$ cat src/rtl/bram_fifo_ctrl.sv
// -----------------------------------------------------------------------------
// bram_fifo_ctrl
//
// Single-clock FIFO controller for an external inferred BRAM. The BRAM has a
// registered read with no read enable, so the data lands one cycle after the
// read address. This block generates the BRAM addresses and write enable. It
// hides the read latency behind a 2-entry skid buffer, so the consumer sees
// first-word-fall-through valid/ready behaviour.
//
// Ports
//   i_clk        clock (BRAM read and write clocks tied to it)
//   i_reset_n    synchronous active-low reset
//   i_flush      synchronous clear of pointers/buffers, BRAM contents untouched
//   i_wr_valid   producer word valid
//   o_wr_ready   controller accepts a word this cycle (registered state only)
//   i_wr_data    producer word
//   o_rd_valid   head word present on o_rd_data
//   i_rd_ready   consumer takes the head word
//   o_rd_data    head word
//   o_count      words held: BRAM + in-flight read + skid, 0..P_DEPTH+2
//   o_empty      o_count == 0
//   o_mem_we     BRAM write enable
//   o_mem_waddr  BRAM write address
//   o_mem_wdata  BRAM write data
//   o_mem_raddr  BRAM read address
//   i_mem_rdata  BRAM registered read data
// -----------------------------------------------------------------------------
module bram_fifo_ctrl #(
  parameter int P_DATA_MSB    = 15,
  parameter int P_ADDRESS_MSB = 4,
  parameter int P_DEPTH       = 32   // must equal 2**(P_ADDRESS_MSB+1)
) (
  input  logic                     i_clk,
  input  logic                     i_reset_n,
  input  logic                     i_flush,
  input  logic                     i_wr_valid,
  output logic                     o_wr_ready,
  input  logic [P_DATA_MSB:0]      i_wr_data,
  output logic                     o_rd_valid,
  input  logic                     i_rd_ready,
  output logic [P_DATA_MSB:0]      o_rd_data,
  output logic [P_ADDRESS_MSB+1:0] o_count,
  output logic                     o_empty,
  output logic                     o_mem_we,
  output logic [P_ADDRESS_MSB:0]   o_mem_waddr,
  output logic [P_DATA_MSB:0]      o_mem_wdata,
  output logic [P_ADDRESS_MSB:0]   o_mem_raddr,
  input  logic [P_DATA_MSB:0]      i_mem_rdata
);

  localparam int AW = P_ADDRESS_MSB + 1;  // address width
  localparam int CW = P_ADDRESS_MSB + 2;  // count width, holds 0..P_DEPTH+2
  localparam int DW = P_DATA_MSB + 1;     // data width

  // Pointers wrap naturally at P_DEPTH because P_DEPTH is a power of two.
  // mem_count tells full from empty, so no extra wrap bit is needed.
  logic [AW-1:0] wr_ptr;
  logic [AW-1:0] rd_ptr;
  logic [CW-1:0] mem_count;   // words resident in BRAM, not yet read out
  logic          inflight;    // read issued last cycle, data on i_mem_rdata now
  logic [CW-1:0] count;

  // Skid buffer: two entries, indexed by single-bit head/tail pointers.
  logic [DW-1:0] skid_mem [2];
  logic          skid_head;
  logic          skid_tail;
  logic [1:0]    skid_count;

  logic          accept;
  logic          pop;
  logic          issue;
  logic [2:0]    skid_claimed;

  assign o_wr_ready = (mem_count < CW'(P_DEPTH));

  // A word offered during reset or flush would be wiped in the same edge.
  // Gating it here keeps the BRAM write strobe quiet in those cycles.
  assign accept = i_wr_valid & o_wr_ready & i_reset_n & ~i_flush;
  assign pop    = o_rd_valid & i_rd_ready;

  // Issue a read only if the skid has room for the returning word. Count the
  // words already in the skid, plus the word in flight, minus the word leaving
  // this cycle.
  assign skid_claimed = {1'b0, skid_count} + {2'b00, inflight} - {2'b00, pop};
  assign issue        = (mem_count != '0) && (skid_claimed < 3'd2);

  assign o_mem_we    = accept;
  assign o_mem_waddr = wr_ptr;
  assign o_mem_wdata = i_wr_data;
  assign o_mem_raddr = rd_ptr;

  assign o_rd_valid = (skid_count != 2'd0);
  assign o_rd_data  = skid_mem[skid_head];
  assign o_count    = count;
  assign o_empty    = (count == '0);

  // NOTE: sequential state uses non-blocking assignments only, so every
  // register samples pre-edge values regardless of statement order.
  always_ff @(posedge i_clk) begin
    if (!i_reset_n || i_flush) begin
      wr_ptr     <= '0;
      rd_ptr     <= '0;
      mem_count  <= '0;
      inflight   <= 1'b0;   // drops the word a pending BRAM read returns
      count      <= '0;
      skid_head  <= 1'b0;
      skid_tail  <= 1'b0;
      skid_count <= 2'd0;
    end else begin
      if (accept) wr_ptr <= wr_ptr + AW'(1);
      if (issue)  rd_ptr <= rd_ptr + AW'(1);
      inflight   <= issue;
      mem_count  <= mem_count + CW'(accept) - CW'(issue);
      count      <= count + CW'(accept) - CW'(pop);
      if (inflight) skid_tail <= ~skid_tail;
      if (pop)      skid_head <= ~skid_head;
      skid_count <= skid_count + 2'(inflight) - 2'(pop);
    end
  end

  // NOTE: the skid data storage is deliberately not reset. skid_count decides
  // validity, so stale contents are never presented. Leaving the data
  // unreset keeps it out of the reset tree.
  always_ff @(posedge i_clk) begin
    if (inflight) skid_mem[skid_tail] <= i_mem_rdata;
  end

endmodule

$ cat config.mk
export PLATFORM = sky130hd
export DESIGN_NAME = bram_fifo_ctrl
export DESIGN_NICKNAME = d
export VERILOG_FILES = /design/src/rtl/bram_fifo_ctrl.sv
export SDC_FILE = /design/constraint.sdc
export NUM_CORES = 1
export LEC_CHECK = 0
export CORE_MARGIN = 8
export CORE_UTILIZATION = 40
export CTS_CLUSTER_DIAMETER = 50
export CTS_CLUSTER_SIZE = 24
export DETAILED_ROUTE_END_ITERATION = 7
export GPL_ROUTABILITY_DRIVEN = 0
export PLACE_DENSITY = 0.73
export REMOVE_ABC_BUFFERS = 1
export SLEW_MARGIN = 10
export SYNTH_ARGS = -nofsm -noshare
export SYNTH_HDL_FRONTEND = slang
export SYNTH_SLANG_ARGS = --single-unit
$ cat constraint.sdc
create_clock -name i_clk -period 4.7 [get_ports i_clk]
set_input_delay 0.94 -clock i_clk [delete_from_list [all_inputs] [get_ports i_clk]]
set_output_delay 0.94 -clock i_clk [all_outputs]
set_load 0.02 [all_outputs]
# [After elaboration in Yosys (flattened, before gate mapping)]
# Memory sizes are Yosys's and may differ from the RTL's. A register that Yosys moved wholly into a read port is not among the register bits.
# Cells that the tools add are included.
[totals] word_cells=38 mem_count=1 inputBits=37 mem_bits_rw=32 output_inout_bits=52 register_bits=27
[memory_table] memory="skid_mem" depth=2 width=16 read_ports=1 rd_clocked_by_memory_dff=1 wr=1 line="64" source="logic [DW-1:0] skid_mem [2];"
[op_classes] n_reduce_logical=6 magnitude_cmp=2 n_addsub=10 n_mux=4 bitwise=7
[ops] cell="$add 6x1->6" n=2
[ops] cell="$sub 6x1->6" n=2
[ops] cell="$add 5x1->5 const B" n=2
[ops] cell="$logic_not 6->1" n=1
[ops] cell="$lt 6x6->1 const B" n=1
[ops] cell="$reduce_bool 6->1" n=1
[ops] cell="$and 1x1->1" n=4
[ops] cell="$mux 1" n=4
[ops] cell="$add 2x1->3" n=1
[ops] cell="$lt 3x2->1 const B" n=1
[ops] cell="$not 1->1" n=3
[ops] cell="$sub 3x1->3" n=1
[ops] cell="$add 2x1->2" n=1
[ops] cell="$reduce_bool 2->1" n=1
[ops] cell="$sub 2x1->2" n=1
[ops] cell="$logic_and 1x1->1" n=1
[ops] cell="$logic_not 1->1" n=1
[ops] cell="$logic_or 1x1->1" n=1

# [Logic depth before layout (Yosys ltp)]
[depth] word_depth=6 depth_mapped=18 mapped_depth_nobuf=18

# [Worst setup path before layout]
# No wires, ideal clock.
[synth_timing] path_kind="input-to-reg" from="in i_rd_ready" to="reg mem_count[4]" cell_stages=17 arrival_time_ns=3.744 n_path_buf=0 path_slack_ns=0.835 required_ns=4.580 setup_time_ns=0.120 cell_sequence="and2_1 ha_1 inv_1 ha_1 inv_1 fa_1 xor2_1 nor3b_4 ha_1 inv_1 ha_1 inv_1 fa_1 nand2b_1 a21oi_1 o21a_1 nor3_1"
[synth_via] elab_chain_cells=5
[synth_rtl] element="start, declared" line="40" source="input logic i_rd_ready,"
[synth_rtl] element="$and 1x1->1" line="79" source="assign pop = o_rd_valid & i_rd_ready;"
[synth_rtl] element="$sub 3x1->3" line="84" source="assign skid_claimed = {1'b0, skid_count} + {2'b00, inflight} - {2'b00, pop};"
[synth_rtl] element="$lt 3x2->1" line="85" source="assign issue = (mem_count != '0) && (skid_claimed < 3'd2);"
[synth_rtl] element="$logic_and 1x1->1" line="85"
[synth_rtl] element="net issue" line="71" source="logic issue;"
[synth_rtl] element="$sub 6x1->6" line="113" source="mem_count <= mem_count + CW'(accept) - CW'(issue);"
[synth_rtl] element="end signal, assigned" line="113"
[synth_rtl] element="end, declared" line="59" source="logic [CW-1:0] mem_count;"
# The timed path passes the listed nets, and every way through them passes these cells.
# A chain may end at the register's enable or synchronous reset.

# [Final worst setup path]
[layout_timing] from="in i_rd_ready" to="reg mem_count[4]"
[layout_via] elab_chain_cells=5
[layout_rtl] element="$and 1x1->1" line="79"
[layout_rtl] element="net pop" line="70" source="logic pop;"
[layout_rtl] element="$sub 3x1->3" line="84"
[layout_rtl] element="$lt 3x2->1" line="85"
[layout_rtl] element="$logic_and 1x1->1" line="85"
[layout_rtl] element="net issue" line="71"
[layout_rtl] element="$sub 6x1->6" line="113"
# The timed path passes the listed nets, and every way through them passes these cells.

==> impl_results.md <==
- Overall routing resource usage: a little under an eighth
- Clock power frac: around 25%
- Seq cells post-synth: 60
- CP Cell Sequence: clkdlybuf4s50_1 > and2_1 > ha_1 > inv_1 > ha_1 > inv_1 > fa_1 > xor2_1 > nor3b_4 > ha_1 > inv_1 > ha_1 > inv_1 > fa_1 > nand2b_1 > a21oi_1 > o21a_1 > nor3_1
- Largest cells by area after synthesis: edfxtp_1 (34%), dfxtp_1 (20%), ha_1 (8.8%)
- Die area: 10100 um2
- Worst Hold Depth: 1
- Site Rows: 30
- Placeable Area: between 6000 and 7000 um2
- Synth area leader: edfxtp_1
- Crit path DAT: 4.36 ns
- Type of origin of the critical path: primary input
- Post-synth EDFFs: 32
- Final worst-path cycle share: approximately nine tenths
- Slew Viols, Final: 0
- Post-synth top area share: 33.7%
- Most frequent cells in the layout: clkdlybuf4s50_1 (56), edfxtp_1 (32), dfxtp_1 (28)
- Worst setup EP type: register
- CTS resizes: 0
- # IOs: 89
- Vias in the first global route: roughly 1900
- CTS tree: done
- Max clock buf depth: 2
- Crit-path max cell delay: ~0.46 ns
- Area grow syn2layout: 25.6%
- Starting Density: approximately two fifths
- Max_cap viols: 0
- Sw Pwr: 0.000578 W
- Syn Inst Count: 239
- Async SR Flop Fraction: 0%
- Sequential Power Share: 37.3%
- PwrDens: 500 nW/um2
- Logic pwr share: 37.8%
- Final Hold Viols: 0
- RSZ-0062 raised after global routing: false
- Drt pass-1 iters: 4
- Buffers on Ports: 56
- Syn Area/Cell: between 10 and 15 um2
- Post-DRT Antenna Nets: 0
- Sequential element share of the synthesized area: between 50% and 60%
- Initial antenna violation count: 0
- Top_reg_cell synth: edfxtp_1
- Worst-path maximum fanout: 5
- Avg Vias per Cell: around 4.7
- Worst VDD drop: about 0.00038 V
- Number of remaining DRC errors: 0
- Post-CTS setup buffers: 0
- Placed cell areas: ~3400 um2
- WL/cell: 14.5 um
- Total congestion overflow: 0
- Worst reg-to-reg path cell count: 18
- Design Area, Final: about 3600 um2
- Critical setup path kind: in2reg
- First-pass GRT wire length: about 9000 um
- Clock net sink count: 60
- Nets: approximately 350
- Final Setup Violations: 0
- Setup TNS: 0 ns
- Die Y: around 100 um
- CP required: between 4 and 5 ns
- Synth Cell Area: 2850 um2
- H-tree Lvls: 3
- CTS root buffer: clkbuf_8
- Most common cell after layout, fill and taps aside: clkdlybuf4s50_1
- Diodes inserted: 0
- Pleak: around 1.3 nW
- Layout cells sized above 1: between 10% and 20%
- Initial DRC Count: 38
- Worst Tran Pin Value: around 0.87 ns
- DP Wirelength: just over 4000 um
- Die Wd: between 100 and 150 um
- Highest clock rate: between 200 and 250 MHz
- Status: finished, final reports clean
- Clock Skew: about 0.0056 ns
- Skew-Pair Late Insertion Delay: 0.32 ns
- Switching share of total power: about a third
- Total CTS buffers: 9
- Post-cts hold buffer count: 0
- Routed vias: approximately 1800
- Slew headroom: roughly two fifths
- Slowest-stage cell, CP: clkdlybuf4s50_1
- P_int: approximately 0.0012 W
- Post-route minimum period: about 4.2 ns
- Clock-pin slew on the worst setup and hold paths: 0.07 ns
- Worst hold path type: reg2reg
- Yosys warns: 0
- Unique cell type count in the Yosys netlist: 35
- Pin count of the biggest net entering global routing: 24
- Final WL: between 5000 and 6000 um
==> stage by stage <==
stage	power (W)	utilization [%]	std cells	hold WS (ns)	worst slack [ns]
3_5_place_dp	0.00136	49.6	370	0.468	0.152
6_report	0.00179	52.4	386	0.496	0.517
3_3_place_gp	0.00134	49.6	370	0.475	0.232
4_1_cts	0.00182	52.4	386	0.496	0.498
5_1_grt	0.00193	52.4	386	0.541	0.224
2_1_floorplan	0.00116	-	217	0.481	0.809
==> per-layer routing <==
| metal | routed length [um] | vias up | share of wire (%) | track usage [%] |
|---|---|---|---|---|
| met3 | 622 | 4 | 11 | 6.85 |
| met5 | 0 | - | 0 | 0 |
| li1 | - | 899 | - | - |
| met4 | 21 | 0 | 0.38 | 3.84 |
| met2 | 2430 | 92 | 43 | 16.9 |
| met1 | 2520 | 824 | 45 | 13.8 |
==> cell usage after synthesis, types with 2 or more instances <==
cell type / instances
nor4_1: 4
buf_4: 17
fa_1: 3
a21o_1: 2
nand4_1: 3
nand3_1: 5
nand2b_1: 3
o21ai_0: 4
edfxtp_1: 32
xnor2_1: 8
a311oi_1: 2
nor2_1: 15
dfxtp_1: 28
o21a_1: 2
ha_1: 20
nor3_1: 7
xor2_1: 4
and2_1: 7
buf_2: 5
nor2b_1: 2
a21oi_1: 6
nand2_1: 7
inv_1: 26
mux2_2: 16
==> final timing paths <==
kind,end,startpoint,slack (ns)
worst min-delay path,o_mem_waddr[4],o_mem_waddr[4],0.50
worst min register to register,o_mem_waddr[4],o_mem_waddr[4],0.50
worst max register to register,mem_count[4],skid_count[1],0.90
worst max-delay path,mem_count[4],i_rd_ready,0.52
==> area by class of cell <==
type,count,area [um2]
Fill cell,616,3250
Sequential cell,60,1520
Multi-Input combinational cell,131,1080
Timing Repair Buffer,57,568
Clock buffer,11,141
Tap cell,96,120
Inverter,26,97.6
Clock inverter,5,52.6
==> flip-flops by register name, indices dropped and copies added (netlist names), named ones only <==
name and flops:
skid_mem 32, o_mem_waddr 5, o_count 6, skid_count 2, mem_count 6, inflight 1
skid_head 1, o_mem_raddr 5, skid_tail 1
==> critical path: cells and delay by family <==
family	cells	cell delay, ns
simple gates	4	0.49
compound gates	2	0.32
fa+ha+maj	6	1.53
buf+inv	5	0.67
xor+xnor	1	0.38
==> cell families (layout without fill, tap and decap cells) <==
family | count (synthesis) | count (layout) | synth area share [%]
buffers and inverters | 48 | 99 | 8.78
AND/OR/NAND/NOR | 63 | 63 | 13.2
adder cells (fa/ha/maj) | 23 | 23 | 10.9
XOR/XNOR | 12 | 12 | 3.69
flip-flops | 60 | 60 | 53.4
AO/OA/AOI/OAI | 16 | 16 | 3.42
multiplexers | 17 | 17 | 6.67
==> power by group through the flow <==
stage          clock (W)  combinational [W]  sequential [W]
5_1_grt         0.000490           0.000765        0.000677
4_1_cts         0.000462           0.000689        0.000670
6_report        0.000446           0.000677        0.000668
3_5_place_dp           0           0.000683        0.000681
3_3_place_gp           0           0.000659        0.000679
2_1_floorplan          0           0.000469        0.000687
Power figures use the tool's default switching activity.
